### src/rtl/probe_avg_pkg.sv
// Shared types and sizing helpers for the probe block averager and its statistics sub-blocks.
package probe_avg_pkg;

  typedef enum logic [1:0] {
    IDLE  = 2'd0,
    ACCUM = 2'd1,
    DONE  = 2'd2
  } avg_state_t;

  localparam int DEF_DATA_W = 12;
  localparam int DEF_LOG2_N = 4;

  // The sum of 2^log2_n signed samples needs log2_n extra bits to never wrap.
  function automatic int acc_width(input int data_w, input int log2_n);
    return data_w + log2_n;
  endfunction

endpackage

### src/rtl/probe_minmax_tracker.sv
// Running signed max/min of a sample stream; init arms the extremes, update folds in one sample.
module probe_minmax_tracker
  import probe_avg_pkg::*;
#(
  parameter int DATA_W = DEF_DATA_W
) (
  input  logic                     clk,
  input  logic                     rst_n,
  input  logic                     init,
  input  logic                     update,
  input  logic signed [DATA_W-1:0] sample,
  output logic signed [DATA_W-1:0] max_nxt,
  output logic signed [DATA_W-1:0] min_nxt
);

  localparam logic signed [DATA_W-1:0] MOST_NEG = {1'b1, {(DATA_W-1){1'b0}}};
  localparam logic signed [DATA_W-1:0] MOST_POS = {1'b0, {(DATA_W-1){1'b1}}};

  logic signed [DATA_W-1:0] max_q;
  logic signed [DATA_W-1:0] min_q;

  // Next values include the current sample so the owner can capture final stats on the last edge.
  always_comb begin
    max_nxt = max_q;
    min_nxt = min_q;
    if (update) begin
      if (sample > max_q) max_nxt = sample;
      if (sample < min_q) min_nxt = sample;
    end
  end

  always_ff @(posedge clk or negedge rst_n) begin
    if (!rst_n) begin
      max_q <= '0;
      min_q <= '0;
    end else if (init) begin
      max_q <= MOST_NEG;
      min_q <= MOST_POS;
    end else if (update) begin
      max_q <= max_nxt;
      min_q <= min_nxt;
    end
  end

endmodule

### src/rtl/probe_block_averager.sv
// Block statistics over 2^LOG2_N signed probe samples: floor mean, max and min on a valid/ready port.
//   state | meaning
//   IDLE  | waiting for start; result registers hold the last block
//   ACCUM | accepting samples (s_ready high) until N have arrived
//   DONE  | result presented (m_valid high) until m_ready
module probe_block_averager
  import probe_avg_pkg::*;
#(
  parameter int DATA_W = DEF_DATA_W,
  parameter int LOG2_N = DEF_LOG2_N
) (
  input  logic                     clk,
  input  logic                     rst_n,
  input  logic                     start,
  input  logic                     s_valid,
  input  logic signed [DATA_W-1:0] s_data,
  output logic                     s_ready,
  output logic                     m_valid,
  input  logic                     m_ready,
  output logic signed [DATA_W-1:0] m_mean,
  output logic signed [DATA_W-1:0] m_max,
  output logic signed [DATA_W-1:0] m_min,
  output logic                     busy
);

  localparam int ACC_W = acc_width(DATA_W, LOG2_N);
  localparam int N     = 1 << LOG2_N;
  localparam logic [LOG2_N-1:0] CNT_LOAD = LOG2_N'(N - 1);

  avg_state_t state_q, state_nxt;

  logic signed [ACC_W-1:0]  sum_q;
  logic signed [ACC_W-1:0]  sum_nxt;
  logic signed [ACC_W-1:0]  sample_ext;
  logic [LOG2_N-1:0]        remain_q;
  logic                     launch;
  logic                     accept;
  logic                     last;
  logic signed [DATA_W-1:0] max_nxt;
  logic signed [DATA_W-1:0] min_nxt;

  assign launch     = (state_q == IDLE) && start;
  assign accept     = (state_q == ACCUM) && s_valid;
  assign last       = accept && (remain_q == '0);
  assign sample_ext = {{LOG2_N{s_data[DATA_W-1]}}, s_data};
  assign sum_nxt    = sum_q + sample_ext;

  assign s_ready = (state_q == ACCUM);
  assign m_valid = (state_q == DONE);
  assign busy    = (state_q != IDLE);

  always_ff @(posedge clk or negedge rst_n) begin
    if (!rst_n) state_q <= IDLE;
    else        state_q <= state_nxt;
  end

  always_comb begin
    state_nxt = state_q;
    case (state_q)
      IDLE:    if (start)   state_nxt = ACCUM;
      ACCUM:   if (last)    state_nxt = DONE;
      DONE:    if (m_ready) state_nxt = IDLE;
      default:              state_nxt = IDLE;
    endcase
  end

  probe_minmax_tracker #(
    .DATA_W (DATA_W)
  ) u_minmax (
    .clk     (clk),
    .rst_n   (rst_n),
    .init    (launch),
    .update  (accept),
    .sample  (s_data),
    .max_nxt (max_nxt),
    .min_nxt (min_nxt)
  );

  // Down-counter holds samples still owed after the current one; zero marks the final sample.
  always_ff @(posedge clk or negedge rst_n) begin
    if (!rst_n) begin
      sum_q    <= '0;
      remain_q <= '0;
      m_mean   <= '0;
      m_max    <= '0;
      m_min    <= '0;
    end else if (launch) begin
      sum_q    <= '0;
      remain_q <= CNT_LOAD;
    end else if (accept) begin
      sum_q    <= sum_nxt;
      remain_q <= remain_q - 1'b1;
      if (last) begin
        m_mean <= DATA_W'(sum_nxt >>> LOG2_N);
        m_max  <= max_nxt;
        m_min  <= min_nxt;
      end
    end
  end

endmodule

### config.mk
export PLATFORM = sky130hd
export DESIGN_NAME = probe_block_averager
export DESIGN_NICKNAME = d
export VERILOG_FILES = /design/src/rtl/probe_avg_pkg.sv /design/src/rtl/probe_minmax_tracker.sv /design/src/rtl/probe_block_averager.sv
export SDC_FILE = /design/constraint.sdc
export NUM_CORES = 1
export LEC_CHECK = 0
export ABC_AREA = 1
export CORE_MARGIN = 1
export CORE_UTILIZATION = 45
export CTS_BUF_LIST = sky130_fd_sc_hd__clkbuf_8
export CTS_CLUSTER_DIAMETER = 80
export DETAILED_ROUTE_END_ITERATION = 8
export GPL_TIMING_DRIVEN = 1
export PLACE_DENSITY = 0.66
export SYNTH_ARGS = -nofsm -noshare
export SYNTH_HDL_FRONTEND = slang
export SYNTH_SLANG_ARGS = --single-unit
### constraint.sdc
create_clock -name clk -period 2.1 [get_ports clk]
set_input_delay 0.42 -clock clk [delete_from_list [all_inputs] [get_ports clk]]
set_output_delay 0.42 -clock clk [all_outputs]
set_load 0.01 [all_outputs]
### Word-level counts from Yosys, hierarchy flattened

Index checks and enable logic that the tools add are counted.

| cells by class | value |
|---|---|
| add/sub/neg operators | 2 |
| magnitude comparators | 2 |
| equal/unequal tests | 5 |
| mux-type cells | 14 |
| bitwise operators | 1 |
| reductions and logical operators | 9 |

Operator list:

| kind | number |
|---|---|
| $mux W12 | 6 |
| $mux W16 | 2 |
| $add A16 B12 Y16 | 1 |
| $gt A12 B12 Y1 | 1 |
| $lt A12 B12 Y1 | 1 |
| $mux W4 | 2 |
| $mux W2 | 3 |
| $pmux W2 S3 | 1 |
| $reduce_and A3 Y1 | 2 |
| $logic_not A4 Y1 | 1 |
| $ne A2 B1 Y1 const B | 2 |
| $reduce_bool A2 Y1 | 2 |
| $sub A4 B1 Y4 const B | 1 |
| $logic_and A1 B1 Y1 | 3 |
| $eq A2 B1 Y1 const B | 1 |
| $eq A2 B2 Y1 const B | 1 |
| $logic_not A2 Y1 | 1 |
| $ne A2 B2 Y1 const B | 1 |
| $not A1 Y1 | 1 |

| word-level totals | value |
|---|---|
| flip-flop bits (word level) | 82 |
| bits of input ports | 17 |
| output and inout bits | 39 |
| logic and storage cells | 41 |

### Logic depth before layout (Yosys ltp)

Gate-level depths: netlist (run 1).

| depth | value |
|---|---|
| depth after elaboration | 5 |
| mapped depth | 16 |
| depth with buffers taken out | 15 |

### Cells and area by module

From an unflattened synthesis (run 1), not the netlist that was laid out.

| unflattened totals | value |
|---|---|
| cells, all modules | 690 |
| area total of the unflattened synthesis | 5111.2 um^2 |

By module, submodules not included:

| module | instances | cells an instance | area an instance (um^2) | seq. area each (um^2) |
|---|---|---|---|---|
| probe_block_averager | 1 | 424 | 3174.3 | 1451.4 |
| probe_minmax_tracker | 1 | 266 | 1936.9 | 600.6 |

### Least setup slack after synthesis (run 1)

No wires, ideal clock.

| timing | value |
|---|---|
| kind | input to register |
| from | in s_data[0] |
| to | reg m_mean[8] |
| setup time | 0.118 ns |
| arrival | 1.681 ns |
| data required time | 1.982 ns |
| setup slack | 0.301 ns |
| stages | 9 |
| buffers on the path | 0 |
| cells stage by stage | ha_1 -> fa_1 -> a21oi_1 -> o21ai_1 -> nand3_1 -> nand3_1 -> nor2_1 -> nand3b_1 -> nand2_1 |

| between the ends | value |
|---|---|
| longest elaborated chain between the ends | 1 |

RTL lines:

| element | RTL line | source |
|---|---|---|
| from (decl) | probe_block_averager.sv:16 | `input logic signed [DATA_W-1:0] s_data,` |
| $add A16 B12 Y16 | probe_block_averager.sv:46 | `assign sum_nxt = sum_q + sample_ext;` |
| to (signal assigned) | probe_block_averager.sv:94 | `m_mean <= DATA_W'(sum_nxt >>> LOG2_N);` |
| to (decl) | probe_block_averager.sv:20 | `output logic signed [DATA_W-1:0] m_mean,` |

No other way between the ends.
A chain may end at the register's enable or synchronous reset.

### Worst setup path in the final report (run 1)

| timing | value |
|---|---|
| from | in s_data[5] |
| to | reg m_mean[11] |

Same word-level chain as after synthesis.

==> out/summary.txt, run 1 <==
Worst EP required -> 2.37 ns
Kind of critical path -> in -> reg
I/O Buffers -> 55
Drt first pass iters -> 4
TritonCTS clock tree -> built
Area Overhead vs Synth -> 30.9%
CTS clk-pin slew, worst paths -> 0.09 ns
WL per Instance -> 14.7 um
Worst VDD drop -> 760 uV
DRC -> 0
First-pass GRT wire length -> 22200 um
CP Data Arrival Time -> 2.28 ns
Hold Vio Cnt, Final -> 0
Syn_area_per_cell -> 7.63 sq um
Storage cell area -> 2050 sq um
Max Fclk -> 0.497 GHz
Setup violations, final -> 0
Worst-Margin Slew -> 0.532 ns
Number of diodes -> 0
Clk buf depth -> 2
Largest area contributor in the netlist -> dfrtp_1
FP Rows -> 38
Slew HR -> 64.5%
Filler Cell Count -> 981
PnR worst setup slack -> 0.0868 ns
FF+latch count, synth -> 82
Area occupied by multi-input gates -> 2710 sq um
Post-synthesis async set-or-reset flop share -> 100%
Total GRT Usage -> 24.8%
Design area -> 6620 sq um
FF-to-FF Start -> sum_q[0]
Seq/Total Area, Yosys -> 40.6%
Initial antenna violation count -> 0
TritonCTS buffer count -> 9
Reg-to-reg critical path endpoint -> m_mean[4]
RSZ-0062 raised after global routing -> true
Area of placed instances -> 6150 sq um
FF-to-FF path depth -> 8
Die Y-Extent -> 108 um
Most instantiated cells after synthesis -> nand2_1 (194), nand3_1 (116), dfrtp_1 (82)
Final nets -> 830
Pleak -> 3.59 nW
Core area -> 10900 sq um
Starting Density -> 46.5%
Overflow after GRT -> 0
Hold WC Path Type -> in -> reg
Worst Skew -> 0.0152 ns
Vias in the first global route -> 4727
HP Start -> s_data[0]
Final WL -> 13500 um
WHS Endpoint -> sum_q[0]
Die area -> 11700 sq um
Root buffer cell -> clkbuf_8
Vias -> 4803
Synth top area share -> 40.6%
Die Width -> 108 um
Warnings from Yosys -> 0
Top cells by area, synth -> dfrtp_1 (41%), nand2_1 (14%), nand3_1 (11%), ha_1 (9.9%), inv_1 (6.0%)
Layout cells sized above 1 -> 16.4%
DR iter-0 viols -> 250
CP max FO -> 5
Final Max Tran Viols -> 0
Largest net degree at the start of global routing -> 49
Fin crit period -> 2.01 ns
Drt via density -> 5.24
Crit start category -> primary input
Final period util -> 95.9%
Hold path depth -> 3
DP Worst Slack -> -0.448 ns
Antenna violation net count after detailed routing -> 0
Power Total -> 9.42 mW
FF-to-FF setup slack -> 0.15 ns
Mapped Area -> 5060 sq um
Htree depth -> 3
PwrDens -> 1420 nW/um^2
Outcome -> finished clean
Number of flops mapped to enable cells by yosys -> 0
Gp weighted congestion -> 0.914
Top Ports -> 56
Syn_nets -> 721
Post-DP HPWL -> 9910 um
Post-Synthesis Cells -> 663
Clk sinks -> 82
Most frequently used flop master after synthesis -> dfrtp_1
MaxCap Viol Count -> 0
Clock latency at the later pin of the worst-skew pair -> 0.38 ns
TNS Setup -> 0 ns
Cell variety after synth -> 35
Critical path endpoint category -> flip-flop
Most common cell in the synthesized netlist -> nand2_1
==> where the power goes <==
group | switching, mW | internal (mW) | total, mW | leakage, nW
Sequential | 0.332 | 2.23 | 2.56 | 1.04
Combinational | 3.07 | 2.56 | 5.63 | 2.44
Clock | 0.581 | 0.649 | 1.23 | 0.113
Total | 3.98 | 5.44 | 9.42 | 3.59
==> routing by layer <==
metal | up-vias | part of all wire (%) | GRT usage [%] | wire [um]
li1 | 2367 | - | - | -
met4 | 0 | 1.8 | 8.12 | 242
met1 | 2293 | 45 | 32.3 | 6080
met2 | 120 | 48 | 41.0 | 6410
met5 | - | 0 | 0 | 0
met3 | 23 | 5.5 | 5.06 | 736
==> layout by cell type, fill, tap and decap left out, types with 4 or more instances in the layout <==
cell type        instances
dfrtp_1                 82
o21ai_0                 30
nor2_1                  16
inv_1                   84
clkbuf_8                 9
nand2_1                190
ha_1                    37
nand3_1                 98
dlymetal6s2s_1          10
nand2_2                 14
buf_4                   53
nand3_2                 16
inv_2                    5
o21ai_1                  5
buf_12                   4
clkdlybuf4s50_1         44
buf_6                    6
xnor2_1                  4
a21oi_1                 20
==> per-stage QoR <==
stage,cells,util (%),hold WS (ns)
global placement,898,56.4,0.381
CTS,914,58.7,0.488
global route,916,60.8,0.471
floorplan,663,-,0.124
detailed placement,898,56.4,0.384
finish,916,60.8,0.475
==> cells by family (layout without fill, tap and decap cells) <==
group / count (synthesis) / after routing / share of synthesized area, %
simple gates: 353 / 353 / 30.7
buf+inv: 108 / 221 / 9.37
flops: 82 / 82 / 40.6
compound gates: 72 / 72 / 7.87
fa+ha+maj: 41 / 41 / 10.3
xor+xnor: 7 / 7 / 1.21
==> critical path, cell delays in order <==
cell and delay (ns):
clkdlybuf4s50_1 0.41, buf_6 0.15, ha_1 0.35, nand2_1 0.12
nor3_1 0.15, nand2_1 0.08, nand2_1 0.14, nand3_1 0.13
a21o_1 0.20, nand3_1 0.07, nand2_1 0.05
==> final cells by class <==
type	instances	share of cell area [%]
clock inverters	6	1.15
well taps	140	2.65
multi-input cells	473	40.9
flip-flops and latches	82	31.0
clock buffers	9	1.87
inverters	86	4.87
repair buffers	120	17.5
==> how the worst max path moves through the flow <==
stage / from / to / slack [ns] / cells past startpoint
floorplan: s_data[0] / m_mean[8] / 0.30 / 9
global placement: s_data[11] / m_min[1] / -0.40 / 11
detailed placement: s_data[11] / m_min[1] / -0.45 / 11
CTS: s_data[11] / u_minmax.max_q[7] / 0.004 / 13
global route: s_data[5] / u_minmax.min_q[10] / -0.06 / 14
finish: s_data[5] / m_mean[11] / 0.09 / 11
==> sequential cells by signal, indices dropped and copies added (netlist names) <==
signal	flops
m_max	12
m_mean	12
m_min	12
remain_q	4
state_q	2
sum_q	16
u_minmax.max_q	12
u_minmax.min_q	12
==> what timing repair did <==
item,CTS,global route
setup endpoints to repair,17,65
hold endpoints to repair,29,0
hold buffers,1,0
cloned,0,1
buffers inserted,0,1
resized for setup,4,49
pin swaps,0,13
Note: power is estimated with default switching activity, not from simulation.
==> inputs of run 2 (changes only) <==
==> constraint.sdc (replaced) <==
create_clock -name clk -period 1.9 [get_ports clk]
set_input_delay 0.38 -clock clk [delete_from_list [all_inputs] [get_ports clk]]
set_output_delay 0.38 -clock clk [all_outputs]
set_load 0.01 [all_outputs]
==> out/summary.txt, run 2 (same netlist as run 1, synthesis figures left out) <==
Root buffer cell -> clkbuf_8
Pleak -> 3.64 nW (+1.5%)
Final period util -> 102%
Top Layer Used -> met4
TNS Setup -> -0.196 ns (-0.196 ns)
Most used cell, CP -> nand2_1
Antenna violation net count after detailed routing -> 0 (unchanged)
Slew HR -> 63.9% (-0.56 points)
DR iter-0 viols -> 314 (+26%)
Clk sinks -> 82 (unchanged)
Hold Vio Cnt, Final -> 0 (unchanged)
Outcome -> finished with violations
Crit path cell chain -> inv_2, ha_4, nand2_1, nand2_1, nand2_1, nand2_1, nand2_2, nand3_2, nand2_2, nand2_4, nand2_4, buf_8, nand2_2, nand3_1, nand2_1
Overflow after GRT -> 0 (unchanged)
Critical path's largest stage delay -> 0.41 ns (about the same)
Family with the most delay on the worst path -> simple AND/OR/NAND/NOR gates
Final nets -> 843 (+1.6%)
Most frequent cells in the layout -> nand2_1 (180), dfrtp_1 (81), nand3_1 (69)
Worst-Margin Slew -> 0.540 ns (+0.00842 ns)
Commonest non-fill, non-tap cell in the layout -> nand2_1
Clock latency at the later pin of the worst-skew pair -> 0.37 ns (about the same)
Largest net degree at the start of global routing -> 49 (unchanged)
Setup violations, final -> 11 (+11)
Initial antenna violation count -> 0 (unchanged)
RSZ-0062 raised after global routing -> true
Worst Skew -> 0.0162 ns (+0.000959 ns)
Worst VDD drop -> 707 uV (-7.0%)
Htree depth -> 3 (unchanged)
FP Rows -> 38 (unchanged)
Top Ports -> 56 (unchanged)
FF-to-FF setup slack -> -0.04 ns (-0.19 ns)
Die area -> 11700 sq um (unchanged)
CP max FO -> 6 (+1)
Critical Path Slowest Stage Cell -> dfrtp_1
PnR worst setup slack -> -0.0369 ns (-0.124 ns)
Filler Cell Count -> 872 (-11%)
Drt first pass iters -> 4 (unchanged)
Max reg flops -> 16 (unchanged)
Drt via density -> 5.40 (+3.1%)
PwrDens -> 1630 nW/um^2 (+14%)
Critical path endpoint category -> flip-flop
Area occupied by multi-input gates -> 3260 sq um (+20%)
Worst EP required -> 2.15 ns (-0.22 ns)
Total GRT Usage -> 26.5% (+1.7 points)
Starting Density -> 46.5% (unchanged)
TritonCTS clock tree -> built
Design area -> 7240 sq um (+9.4%)
Failing checks -> negative setup slack
Kind of critical path -> reg -> reg
FF-to-FF Start -> u_minmax.max_q[5]
Clk buf depth -> 2 (unchanged)
Area Overhead vs Synth -> 43.2%
DP Worst Slack -> -0.608 ns (-0.160 ns)
Max Fclk -> 0.516 GHz
Post-DP HPWL -> 10100 um (+1.8%)
Core area -> 10900 sq um (unchanged)
Die Width -> 108 um (unchanged)
DRC -> 0 (unchanged)
Final WL -> 15600 um (+16%)
Wl on met1 -> 6560 um (+7.9%)
Met2 routed WL -> 7630 um (+19%)
Worst path buffer plus inverter count -> 2 (unchanged)
Layout cells sized above 1 -> 30.3% (+14 points)
MaxCap Viol Count -> 0 (unchanged)
First-pass GRT wire length -> 23700 um (+6.9%)
WL per Instance -> 16.8 um (+14%)
Area of placed instances -> 6160 sq um (+0.16%)
Vias in the first global route -> 4991 (+5.6%)
FF-to-FF path depth -> 15 (+7)
Storage cell area -> 2050 sq um (about the same)
Vias -> 5026 (+4.6%)
I/O Buffers -> 55 (unchanged)
Fin crit period -> 1.94 ns
Gp weighted congestion -> 0.916 (+0.20%)
Reg-to-reg critical path endpoint -> u_minmax.max_q[4]
CP Data Arrival Time -> 2.19 ns (-0.09 ns)
Die Y-Extent -> 108 um (unchanged)
CTS clk-pin slew, worst paths -> 0.09 ns (about the same)
Register name with the most flops -> sum_q
Crit start category -> flip-flop
WL met3 -> 878 um (+19%)
TritonCTS buffer count -> 9 (unchanged)
Final Max Tran Viols -> 0 (unchanged)
Number of diodes -> 0 (unchanged)
Hold WC Path Type -> in -> async
-- run 2: cell count changes in the layout (fill, tap and decap cells not counted), sizes merged, moves of 2 or more --
cell | previous run | this run
dlymetal6s2s | 10 | 0
inv | 89 | 86
buf | 64 | 78
clkdlybuf4s50 | 44 | 41
clkdlybuf4s15 | 0 | 2
clkbuf | 10 | 15
clkinv | 1 | 3
dlygate4sd2 | 0 | 7
-- run 2: cell type report --
type,count,share of cell area [%]
Clock buffer,11,2.09
Clock inverter,5,0.725
Multi-Input combinational cell,473,45.1
Inverter,86,4.46
Timing Repair Buffer,133,16.9
Sequential cell,82,28.3
Tap cell,140,2.42
-- run 2: routing by layer --
metal	vias to the layer above	GRT usage, %
met5	-	0
met4	0	10.8
met3	49	4.34
met2	149	44.2
met1	2430	34.0
li1	2398	-
-- run 2: power by group --
part           internal, mW  switching, mW  leakage (nW)
combinational          3.42           4.13          2.50
clock                 0.673          0.676         0.105
sequential             2.46          0.432          1.04
-- run 2: worst max path at each step --
stage | from | endpoint | slack [ns] | cells past startpoint
2_1_floorplan | s_data[0] | m_mean[8] | 0.14 | 9
3_3_place_gp | s_data[11] | m_min[1] | -0.56 | 11
3_5_place_dp | s_data[7] | m_min[4] | -0.61 | 12
4_1_cts | state_q[1] | m_valid | 0.01 | 3
5_1_grt | s_data[0] | u_minmax.max_q[4] | -0.14 | 18
6_report | u_minmax.max_q[5] | u_minmax.max_q[4] | -0.04 | 15
-- run 2: stage by stage --
| step | power (mW) | hold slack (ns) | utilization (%) | cells |
|---|---|---|---|---|
| finish | 11.8 | 0.463 | 66.5 | 930 |
| global route | 12.7 | 0.498 | 66.5 | 930 |
| CTS | 10.6 | 0.475 | 62.0 | 920 |
| detailed placement | 8.64 | 0.323 | 56.5 | 901 |
| global placement | 8.40 | 0.315 | 56.5 | 901 |
| floorplan | 6.42 | 0.0844 | - | 663 |
-- run 2: what timing repair did --
action | in CTS | in global routing
gates resized for setup | 84 | 103
gates cloned | 0 | 0
pin swaps | 15 | 28
buffers inserted | 2 | 10
hold buffers | 1 | 0
setup endpoints to repair | 72 | 62
hold endpoints to repair | 24 | 0
-- run 2: worst register-to-register path: stages (launching register included) --
cell and delay (ns):
dfrtp_1 0.41, inv_2 0.10, ha_4 0.20, nand2_1 0.07
nand2_1 0.06, nand2_1 0.06, nand2_1 0.08, nand2_2 0.10
nand3_2 0.10, nand2_2 0.11, nand2_4 0.08, nand2_4 0.11
buf_8 0.15, nand2_2 0.07, nand3_1 0.07, nand2_1 0.06
==> RTL edit 1: new RTL, flow settings as in run 2 <==
`DEF_DATA_W`: 12 -> 6.
--- a/src/rtl/probe_avg_pkg.sv
+++ b/src/rtl/probe_avg_pkg.sv
@@ -7,7 +7,7 @@
     DONE  = 2'd2
   } avg_state_t;
 
-  localparam int DEF_DATA_W = 12;
+  localparam int DEF_DATA_W = 6;
   localparam int DEF_LOG2_N = 4;
 
   // The sum of 2^log2_n signed samples needs log2_n extra bits to never wrap.
Interface: changed (resized m_max, m_mean, m_min and s_data); port bits go from 56 to 32. The function was not compared with the original's and may differ.
==> RTL edit 1 against run 2 <==
  * Setup slack improved by 0.12 ns
  * Sequential power shrank 44%
  * Power shrank 52%
  * Global-route usage down 2.2 points
  * Die area decreased by 43%
  * Sequential cell count down 36
  * Clock skew decreased by 0.011 ns
  * Non-clock buffer count is 66 lower
  * Wire length down 53%
  * Area after synthesis is 44% lower
  * Cell area decreased by 48%
  * Critical path depth shrank 6
  * Sequential share of layout area is 2.3 points higher
  * Highest routed layer unchanged
==> RTL edit 1: results (changes against run 2) <==
metric,value,unit,change
placer congestion estimate,0.8675,,-5.3%
period utilisation layout,95.85,%,-6.1 points
routed length on met2,3.818,mm,-50%
synthesized netlist net count,403,,-44%
ratio of cells with drive above 1 in the final layout,19.18,%,-11 points
number of gates resized after CTS,7,,-92%
number of fill cells,556,,-36%
clock insertion delay at the later pin of the skew report,0.30,ns,-0.07 ns
routed length on met1,3.051,mm,-53%
number of cells traversed by the worst register-to-register path,9,,-6
placed cell areas,0.003468,mm2,-44%
endpoint of the lowest-slack register-to-register path,m_min[4],,
# placed instances,501,,-44%
headroom to the max-slew limit,68.86,%,+4.9 points
sequential area share after synthesis,40.60,%,about the same
status,finished clean,,
GRT Util Overall,24.22,%,-2.2 points
global-route track usage on met3,3.933,%,-0.41 points
ranking of synthesized cells by area,"dfrtp_1 41%, nand2_1 15%, nand3_1 9.9%",,
Post-Layout Cell Count,513,,-45%
number of CTS-inserted buffers,5,,-4
arrival time reported for the critical path endpoint,2.06,ns,-0.13 ns
Post-layout nets,471,,-44%
Synth Area in Compound Gates,7.061,%,-0.80 points
Clock H-tree levels,2,,-1
worst reg-to-reg setup slack,0.08,ns,+0.12 ns
detailed-route wire length,7.402,mm,-53%
number of global-route vias before repair,2650,,-47%
maximum cell stage delay along the critical path,0.36,ns,-0.05 ns
maximum number of pins on one net before global-route repair,30,,-39%
DRC marker count from the first detailed-route iteration,99,,-68%
Post-Route Skew,0.005017,ns,-0.01116 ns
adder-cell share of the synthesized area,10.41,%,+0.13 points
IO Port Bufs,31,,-44%
hpwl dp,5.523,mm,-45%
number of library cell types mapped by synthesis,33,,-5.7%
GR met1 Demand/Resource,28.14,%,-5.9 points
origin of the worst setup path,u_minmax.min_q[5],,
RTL edit 1: cell count changes after synthesis, sizes merged, moves of 3 or more:
cell,delta
a21oi,-14
nand2,-86
dfrtp,-36
nand3,-58
o21ai,-17
inv,-35
xnor2,-3
ha,-18
buf,-14
RTL edit 1: final cells by class:
cell class | instances | area (um2) | share of cell area [%]
Timing Repair Buffer | 67 | 620.6 | 16.51
Tap cell | 75 | 93.84 | 2.496
Clock inverter | 3 | 37.54 | 0.9983
Inverter | 51 | 191.4 | 5.092
Sequential cell | 46 | 1151 | 30.62
Multi-Input combinational cell | 266 | 1597 | 42.46
Clock buffer | 5 | 68.82 | 1.830
RTL edit 1: power breakdown:
| group | internal, W | switching (W) |
|---|---|---|
| sequential | 0.00140 | 0.000235 |
| clock | 0.000383 | 0.000324 |
| combinational | 0.00146 | 0.00189 |
==> RTL edit 2: new RTL, config.mk and constraints of run 2 <==
Without the edit above. Encoding of `avg_state_t`: now one-hot (3 bits for 3 states).
--- a/src/rtl/probe_avg_pkg.sv
+++ b/src/rtl/probe_avg_pkg.sv
@@ -1,10 +1,10 @@
 // Shared types and sizing helpers for the probe block averager and its statistics sub-blocks.
 package probe_avg_pkg;
 
-  typedef enum logic [1:0] {
-    IDLE  = 2'd0,
-    ACCUM = 2'd1,
-    DONE  = 2'd2
+  typedef enum logic [2:0] {
+    IDLE  = 3'b001,
+    ACCUM = 3'b010,
+    DONE  = 3'b100
   } avg_state_t;
 
   localparam int DEF_DATA_W = 12;
Function: no difference found for any inputs over 10 cycles, from zero or initial values and one cycle with rst_n low; not proved beyond that.
==> RTL edit 2 against run 2 <==
  * Power down 18%
  * Area after synthesis increased by 1.0%
  * Critical endpoint is now u_minmax.min_q[8]
  * Critical path type unchanged
  * Cell area shrank 0.48%
  * Combinational power is 20% lower
  * Sequential cell count increased by 1
  * Wire length decreased by 5.1%
  * Setup slack worse by 0.033 ns
  * The flow still finishes with violations (setup timing)
==> RTL edit 2: results (changes against run 2) <==
metric,value,unit,change
via total after detailed routing,4993,,-0.66%
buffers outside the clock class,137,,+3.0%
violated checks,setup timing,,
number of inverters outside the clock class in the layout,82,,-4.7%
number of cells traversed by the worst register-to-register path,13,,-2
synthesized netlist net count,728,,+0.97%
status,"complete, but fails checks",,
DRC marker count from the first detailed-route iteration,166,,-47%
xor/xnor share of the synthesized area,1.371,%,+0.16 points
launch point of the worst reg-to-reg path,u_minmax.min_q[11],,
detailed-route wire length,14.85,mm,-5.1%
Post-layout nets,859,,+1.9%
static leakage power,3.649,nW,+0.13%
arrival time reported for the critical path endpoint,2.26,ns,+0.07 ns
layout sequential cell count,83,,+1.2%
number of library cell types mapped by synthesis,40,,+14%
hold_ws,0.4693,ns,+0.006465 ns
maximum vdd drop,0.0006296,V,-11%
placed cell areas,0.006198,mm2,+0.69%
placer congestion estimate,0.8728,,-4.7%
ratio of cells with drive above 1 in the final layout,31.76,%,+1.5 points
pre-CTS WS,-0.7050,ns,-0.09686 ns
area of the multi-input gates,0.003253,mm2,-0.34%
clock insertion delay at the later pin of the skew report,0.39,ns,+0.02 ns
maximum cell stage delay along the critical path,0.38,ns,-0.03 ns
min setup slack post-route,-0.06964,ns,-0.03271 ns
area of all sequential standard cells,0.002078,mm2,+1.2%
maximum number of pins on one net before global-route repair,38,,-22%
number of global-route vias before repair,4932,,-1.2%
count of multi-input gates,488,,+3.2%
commonest cells in the netlist,"228 x nand2_1, 82 x dfrtp_1, 79 x inv_1",,
endpoint of the lowest-slack register-to-register path,u_minmax.min_q[8],,
# setup viols final,16,,+5
pin slew with the least headroom to its limit,0.6889,ns,+0.1485 ns
Post-Route Skew,0.01429,ns,-0.001891 ns
clock-cell share of area,2.378,%,-0.44 points
first-pass detailed-route iteration total,7,,+3
total of max-cap violations,0,,unchanged
ranking of synthesized cells by area,"dfrtp_1 40%, nand2_1 17%, ha_1 9.8%",,
Reg with most FFs,sum_q,,
Signal buf overhead,16.94,%,+0.030 points
number of fill cells,927,,+6.3%
sequential area share after synthesis,40.66,%,+0.097 points
count of clock buffers in the final design,10,,-1
Synth Area in Compound Gates,8.470,%,+0.60 points
type of the tightest min-delay check,in2async,,
adder-cell share of the synthesized area,10.18,%,-0.11 points
hpwl dp,9.690,mm,-3.9%
GRT Util Overall,25.70,%,-0.76 points
first-pass GRT wire length,23.02,mm,-3.0%
Largest register FFs,16,,unchanged
setup tns final,-0.2898,ns,-0.09427 ns
RTL edit 2: cell types whose count changed after synthesis, moves of 3 or more:
| cell | run 2 | this run |
|---|---|---|
| a21oi_1 | 23 | 26 |
| nand2_1 | 194 | 228 |
| nand2_2 | 12 | 16 |
| nand3_1 | 116 | 78 |
| nand3_2 | 0 | 4 |
| o21ai_0 | 31 | 20 |
| o21ai_1 | 4 | 14 |
RTL edit 2: cells by family (layout without fill, tap and decap cells):
group                      after synthesis  in the layout
and+or+nand+nor                        360            363
adders and majority gates               41             41
DFF                                     83             83
AOI/OAI and AO/OA                       76             76
buffers and inverters                  102            235
xor gates and xnor gates                 8              8
RTL edit 2: where the power goes:
group,switching [W],internal [W]
Sequential,0.000288,0.00219
Clock,0.000702,0.000499
Combinational,0.00349,0.00253
RTL edit 2: metal layers:
layer / wire length [um] / GRT usage [%] / up-vias
met3: 592 / 3.195 / 30
met4: 448 / 14.29 / 0
li1: - / - / 2433
met5: 0 / 0 / -
met1: 6351 / 31.52 / 2402
met2: 7457 / 43.67 / 128
RTL edit 2: per-stage QoR:
step	utilization (%)	cells
final	65.93	946
after global routing	65.93	946
after CTS	61.37	932
after detailed placement	56.68	904
after global placement	56.68	904
after floorplan	-	670
RTL edit 2: worst max path at each step:
stage,from,to
after floorplan,s_data[0],m_mean[10]
after global placement,s_data[7],m_mean[6]
after detailed placement,s_data[8],m_max[11]
after CTS,u_minmax.max_q[7],m_max[11]
after global routing,u_minmax.min_q[5],u_minmax.min_q[8]
final,u_minmax.min_q[11],u_minmax.min_q[8]
RTL edit 2: what timing repair did:
item                       CTS  global route
hold endpoints to repair    26             0
cloned                       3             1
setup buffers                8            13
setup endpoints to repair   72            67
pin swaps                   25            45
hold buffers                 1             0
resized for setup           66           122
